[src/rtl/matrix_result_drain_pkg.sv]
// Shared constants and state encoding for the systolic-array result drain.
package matrix_result_drain_pkg;
    localparam int ACC_W_DEF = 16;
    localparam int OUT_W_DEF = 8;
    localparam int N_ELEM    = 9;
    localparam int IDX_W     = 4;

    typedef enum logic {
        IDLE   = 1'b0,
        STREAM = 1'b1
    } state_t;
endpackage

[src/rtl/matrix_result_drain_if.sv]
// Array-side capture inputs plus the valid/ready result stream of the drain.
interface matrix_result_drain_if
    import matrix_result_drain_pkg::*;
#(
    parameter int ACC_W = ACC_W_DEF,
    parameter int OUT_W = OUT_W_DEF
);
    logic                   done;
    logic [9*ACC_W-1:0]     c_flat;
    logic                   out_valid;
    logic                   out_ready;
    logic [OUT_W-1:0]       out_data;
    logic [IDX_W-1:0]       out_idx;
    logic                   out_last;
    logic                   out_sat;
    logic                   busy;
    logic                   overrun;
    logic                   clr_overrun;

    modport master (
        output done, c_flat, out_ready, clr_overrun,
        input  out_valid, out_data, out_idx, out_last, out_sat, busy, overrun
    );

    modport slave (
        input  done, c_flat, out_ready, clr_overrun,
        output out_valid, out_data, out_idx, out_last, out_sat, busy, overrun
    );
endinterface

[src/rtl/matrix_result_drain_sat_trunc.sv]
// Combinational signed saturation of an ACC_W result down to OUT_W, with clip flag.
module matrix_result_drain_sat_trunc #(
    parameter int ACC_W = 16,
    parameter int OUT_W = 8
) (
    input  logic [ACC_W-1:0] i_val,
    output logic [OUT_W-1:0] o_val,
    output logic             o_sat
);
    generate
        if (OUT_W == ACC_W) begin : g_pass
            assign o_val = i_val;
            assign o_sat = 1'b0;
        end else begin : g_clip
            localparam logic signed [ACC_W-1:0] MAX_V =
                {{(ACC_W-OUT_W+1){1'b0}}, {(OUT_W-1){1'b1}}};
            localparam logic signed [ACC_W-1:0] MIN_V =
                {{(ACC_W-OUT_W+1){1'b1}}, {(OUT_W-1){1'b0}}};

            always_comb begin
                o_val = i_val[OUT_W-1:0];
                o_sat = 1'b0;
                if ($signed(i_val) > MAX_V) begin
                    o_val = MAX_V[OUT_W-1:0];
                    o_sat = 1'b1;
                end else if ($signed(i_val) < MIN_V) begin
                    o_val = MIN_V[OUT_W-1:0];
                    o_sat = 1'b1;
                end
            end
        end
    endgenerate
endmodule

[src/rtl/matrix_result_drain.sv]
// Snapshots the nine MAC results on a done edge, saturates them, and streams
// them out row-major so the array can restart as soon as the capture is taken.
module matrix_result_drain
    import matrix_result_drain_pkg::*;
#(
    parameter int ACC_W = ACC_W_DEF,
    parameter int OUT_W = OUT_W_DEF
) (
    input  logic                  clk,
    input  logic                  reset,
    matrix_result_drain_if.slave  bus
);
    state_t             r_state;
    state_t             w_nextState;
    logic [IDX_W-1:0]   r_idx;
    logic               r_doneQ;
    logic               r_armed;
    logic               r_overrun;
    logic [OUT_W-1:0]   r_data [N_ELEM];
    logic [N_ELEM-1:0]  r_sat;

    logic [OUT_W-1:0]   w_satVal [N_ELEM];
    logic [N_ELEM-1:0]  w_satFlag;
    logic               w_doneRise;
    logic               w_accept;
    logic               w_lastBeat;
    logic               w_capture;

    for (genvar k = 0; k < N_ELEM; k++) begin : g_sat
        matrix_result_drain_sat_trunc #(.ACC_W(ACC_W), .OUT_W(OUT_W)) u_sat (
            .i_val (bus.c_flat[k*ACC_W +: ACC_W]),
            .o_val (w_satVal[k]),
            .o_sat (w_satFlag[k])
        );
    end

    // A done level already high when reset releases is not a fresh edge;
    // r_armed waits until done has been seen low at least once.
    assign w_doneRise = bus.done & ~r_doneQ & r_armed;
    assign w_accept   = (r_state == STREAM) & bus.out_ready;
    assign w_lastBeat = (r_idx == IDX_W'(N_ELEM - 1));

    always_comb begin
        w_nextState = r_state;
        w_capture   = 1'b0;
        case (r_state)
            IDLE: begin
                if (w_doneRise) begin
                    w_capture   = 1'b1;
                    w_nextState = STREAM;
                end
            end
            STREAM: begin
                if (w_accept && w_lastBeat) begin
                    w_nextState = IDLE;
                end
            end
            default: w_nextState = IDLE;
        endcase
    end

    always_ff @(posedge clk or negedge reset) begin
        if (!reset) begin
            r_state <= IDLE;
        end else begin
            r_state <= w_nextState;
        end
    end

    always_ff @(posedge clk or negedge reset) begin
        if (!reset) begin
            r_idx     <= '0;
            r_doneQ   <= 1'b0;
            r_armed   <= 1'b0;
            r_overrun <= 1'b0;
            r_sat     <= '0;
            for (int k = 0; k < N_ELEM; k++) begin
                r_data[k] <= '0;
            end
        end else begin
            r_doneQ <= bus.done;
            r_armed <= r_armed | ~bus.done;
            if (w_capture) begin
                r_idx <= '0;
                r_sat <= w_satFlag;
                for (int k = 0; k < N_ELEM; k++) begin
                    r_data[k] <= w_satVal[k];
                end
            end else if (w_accept) begin
                r_idx <= w_lastBeat ? '0 : r_idx + 1'b1;
            end
            // Set outranks clear when both land in the same cycle.
            if (w_doneRise && (r_state == STREAM)) begin
                r_overrun <= 1'b1;
            end else if (bus.clr_overrun) begin
                r_overrun <= 1'b0;
            end
        end
    end

    assign bus.out_valid = (r_state == STREAM);
    assign bus.busy      = (r_state == STREAM);
    assign bus.out_idx   = r_idx;
    assign bus.out_data  = r_data[r_idx];
    assign bus.out_sat   = r_sat[r_idx];
    assign bus.out_last  = w_lastBeat & (r_state == STREAM);
    assign bus.overrun   = r_overrun;
endmodule

[src/flat_wrapper.sv]
// flat-port wrapper written by rule: the top's interface ports become plain ports
module matrix_result_drain_flat import matrix_result_drain_pkg::*;
#(
    parameter int ACC_W = ACC_W_DEF,
    parameter int OUT_W = OUT_W_DEF
)
  (clk, reset, bus_done, bus_c_flat, bus_out_ready, bus_clr_overrun, bus_out_valid, bus_out_data, bus_out_idx, bus_out_last, bus_out_sat, bus_busy, bus_overrun);
  matrix_result_drain_if #(.ACC_W(ACC_W), .OUT_W(OUT_W)) bus_i ();
  input  logic clk;
  input  logic reset;
  input wire logic [$bits(bus_i.done)-1:0] bus_done;
  input wire logic [$bits(bus_i.c_flat)-1:0] bus_c_flat;
  input wire logic [$bits(bus_i.out_ready)-1:0] bus_out_ready;
  input wire logic [$bits(bus_i.clr_overrun)-1:0] bus_clr_overrun;
  output wire logic [$bits(bus_i.out_valid)-1:0] bus_out_valid;
  output wire logic [$bits(bus_i.out_data)-1:0] bus_out_data;
  output wire logic [$bits(bus_i.out_idx)-1:0] bus_out_idx;
  output wire logic [$bits(bus_i.out_last)-1:0] bus_out_last;
  output wire logic [$bits(bus_i.out_sat)-1:0] bus_out_sat;
  output wire logic [$bits(bus_i.busy)-1:0] bus_busy;
  output wire logic [$bits(bus_i.overrun)-1:0] bus_overrun;
  assign bus_i.done = bus_done;
  assign bus_i.c_flat = bus_c_flat;
  assign bus_i.out_ready = bus_out_ready;
  assign bus_i.clr_overrun = bus_clr_overrun;
  assign bus_out_valid = bus_i.out_valid;
  assign bus_out_data = bus_i.out_data;
  assign bus_out_idx = bus_i.out_idx;
  assign bus_out_last = bus_i.out_last;
  assign bus_out_sat = bus_i.out_sat;
  assign bus_busy = bus_i.busy;
  assign bus_overrun = bus_i.overrun;
  matrix_result_drain #(.ACC_W(ACC_W), .OUT_W(OUT_W)) u_core (.clk(clk), .reset(reset), .bus(bus_i));
endmodule
[config.mk]
export PLATFORM = sky130hd
export DESIGN_NAME = matrix_result_drain_flat
export DESIGN_NICKNAME = d
export VERILOG_FILES = /design/src/rtl/matrix_result_drain_pkg.sv /design/src/rtl/matrix_result_drain_if.sv /design/src/rtl/matrix_result_drain_sat_trunc.sv /design/src/rtl/matrix_result_drain.sv /design/src/flat_wrapper.sv
export SDC_FILE = /design/constraint.sdc
export NUM_CORES = 1
export LEC_CHECK = 0
export ABC_AREA = 1
export CAP_MARGIN = 20
export CORE_MARGIN = 5
export CORE_UTILIZATION = 51
export CTS_CLUSTER_SIZE = 40
export DETAILED_ROUTE_END_ITERATION = 7
export PLACE_DENSITY = 0.95
export SLEW_MARGIN = 20
export SYNTH_ARGS = -nofsm -noshare
export SYNTH_HDL_FRONTEND = slang
export SYNTH_SLANG_ARGS = --single-unit
[constraint.sdc]
create_clock -name clk -period 3.4 [get_ports clk]
set_input_delay 1.02 -clock clk [delete_from_list [all_inputs] [get_ports clk]]
set_output_delay 1.02 -clock clk [all_outputs]
set_load 0.01 [all_outputs]
==> results.md <==
- Final GP Congestion: just under 1
- Post-Layout Cell Count: 1149
- Worst Reg-to-Reg Cells: 6
- Most frequent cells in the layout: nand2_1, clkdlybuf4s50_1, dfrtp_1, inv_1, nor2_1
- Dominant cells by area after synthesis: dfrtp_1, nand2_1, inv_1
- CP arrival: between 2 and 2.5 ns
- Number of distinct library cells after synthesis: 20
- HP Class: flip-flop to flip-flop
- Worst Max-Slew Pin Slew: 0.583 ns
- Layout filler cell count: approximately 860
- Yosys reg bits: between 80 and 90
- Final core occ: 71.0%
- CTS tree: built
- DR vias/cell: 4.92
- Flop-to-flop setup slack: roughly 1.8 ns
- Ys Warns: 0
- CP top delay family: buffers and inverters
- Initial Util: approximately 52%
- Synth top area share: approximately two fifths
- Cells after synthesis: around 860
- Root Buffer: clkbuf_8
- Worst Path Max Fanout: 16
- Fraction of layout cells with a size suffix above 1: 3.46%
- Max_cap viols: 0
- CP required: between 2 and 2.5 ns
- Core ar.: between 0.01 and 0.015 mm2
- Die Y: ~110 um
- Routed Wire Length: between 10000 and 15000 um
- Inst Count DP: around 1100
- # setup viols final: 0
- Critical path class: flip-flop to primary output
- Worst hold path cell count: 2
- Relative slew margins: 61.1%
- Seq/Total Area, Yosys: slightly above 40%
- Worst-Skew Late Latency: around 0.35 ns
- Most common cell after layout, fill and taps aside: nand2_1
- Area of the multi-input gates: between 0.002 and 0.003 mm2
- DRT antenna net count: 0
- Post-DP HPWL: between 10000 and 15000 um
- CTS max path bufs: 2
- FF/Latch Area: between 0.002 and 0.0025 mm2
- Post-CTS Setup Repair Bufs: 0
- Drt pass-1 iters: 5
- Final Net Count: 1159
- Synthesized cell area: around 0.0054 mm2
- Period minus WS final: roughly 3.3 ns
- Chain of cells forming the critical path: buf_4, nor4_4, nand2_1, nand2_1, clkdlybuf4s50_1
- Status: complete, no violations
- Drc violations: 0
- Initial antenna violation count: 0
- Tcrit/Tclk final: 95.9%
- Starting DRT DRC Count: 531
- Clock H-tree levels: 3
- Syn Nets: ~1000
- Syn avg cell area: ~6.3 um2
- Die W: between 100 and 150 um
- Hold_buf cts: 0
- CP max stage delay: 0.54 ns
- PortBufs: approximately 170
- Setup TNS: 0 ns
- # rows: 37
- Synth area leader: dfrtp_1
- First-pass GRT wire length: around 25000 um
- Worst VDD drop: about 450 uV
- Largest net degree at the start of global routing: between 50 and 60
- Dpl ws: around 0.45 ns
- Drt wl/cell: ~13 um
- CTS Buf Count: 9
- Fin. max-slew vios: 0
- Worst setup EP type: primary output
- Pleak: approximately 4 nW
- Area growth syn-to-layout: 35.8%
- Die Area: between 0.01 and 0.015 mm2
- Via Count: 5648
- Sink Count: 89
- Gr usage total: a little under a quarter
- Overflow after GRT: 0
- Ant diodes: 0
- Clock skew: ~0.0071 ns
- Slowest-stage cell, CP: clkdlybuf4s50_1
- Most used cell, CP: nand2_1
- Worst Setup Start Kind: flip-flop
- Stages on worst setup path: 5
- Power per cell area: 662 mW/mm2
- F_max: around 310 MHz
- Final hold slack: 0.477 ns
- CTS clock-pin slew for the worst setup and hold paths: 0.08 ns
- Unrepaired setup endpoints after global routing: false
- Crit path buf inv count: 2
- I/O Pins: approximately 170
- Final hold vios: 0
- Slack of the critical path: 0.139 ns
- Number of global-route vias before repair: 5481
-- final cells by class --
cell class              instances  share of cell area (%)
clock buffers                  12                    2.11
clock inverters                 4                    1.02
inverters                      85                    4.40
flip-flops and latches         89                    30.3
multi-input cells             652                    36.6
well taps                     136                    2.31
repair buffers                171                    23.3
-- worst paths after layout --
check | from | endpoint
min in group asynchronous | reset | u_core.r_data[37]
max reg2reg | u_core.bus.busy | u_core.r_data[44]
max | u_core.bus.out_idx[0] | bus_out_data[2]
min reg2reg | u_core.r_armed | u_core.r_armed
max in group asynchronous | reset | u_core.r_data[50]
min | u_core.r_armed | u_core.r_armed
-- tightest hold or removal path: stages (launching register included) --
cell and delay, ns:
dfrtp_1 0.36, inv_1 0.04, nand2_1 0.05
-- cells in the mapped netlist --
cell / count
buf_6: 6
xor2_1: 2
nand4_1: 8
o21ai_0: 15
a21oi_4: 7
inv_4: 1
o21ai_1: 11
buf_2: 12
dfrtp_1: 89
ha_1: 2
nor4_4: 1
nand3_1: 40
nor2_2: 1
inv_2: 1
nand2_1: 492
clkbuf_1: 5
inv_1: 83
buf_4: 5
nor2_1: 73
buf_1: 1
-- logic make-up after synthesis --
family                   count (synthesis)  synth area share [%]
adder cells (fa/ha/maj)                  2                 0.462
XOR/XNOR                                 2                 0.323
flip-flops                              89                  41.1
AO/OA/AOI/OAI                           33                  4.50
buffers and inverters                  114                  9.39
AND/OR/NAND/NOR                        615                  44.2
-- stage by stage --
step	total power [mW]	cell area (um2)
2_1_floorplan	3.12	5420
3_3_place_gp	3.98	7130
3_5_place_dp	4.02	7130
4_1_cts	4.87	7360
5_1_grt	5.27	7360
6_report	4.88	7360
-- power breakdown --
group / leakage [nW] / switching [mW] / internal [mW]
clock network: 0.109 / 0.373 / 0.455
registers: 1.11 / 0.351 / 1.51
logic: 2.67 / 1.23 / 0.961
-- repair_timing --
| item | CTS | global route |
|---|---|---|
| endpoints found under the setup margin | 0 | 10 |
| endpoints found under the hold margin | 0 | 0 |
| gates resized for setup | 0 | 3 |
-- layer usage --
layer	global-route usage (%)	share of wire, %
met1	29.7	42
met2	40.8	48
met3	5.35	8.0
met4	7.05	1.8
met5	0	0
-- state kept, by name (all words and copies together), names as in the netlist --
signal and flops:
u_core.bus.overrun 1, u_core.r_sat 9, u_core.bus.out_idx 4, u_core.r_doneQ 1
u_core.r_armed 1, u_core.r_data 72, u_core.bus.busy 1
(Power assumes the default switching activity.)
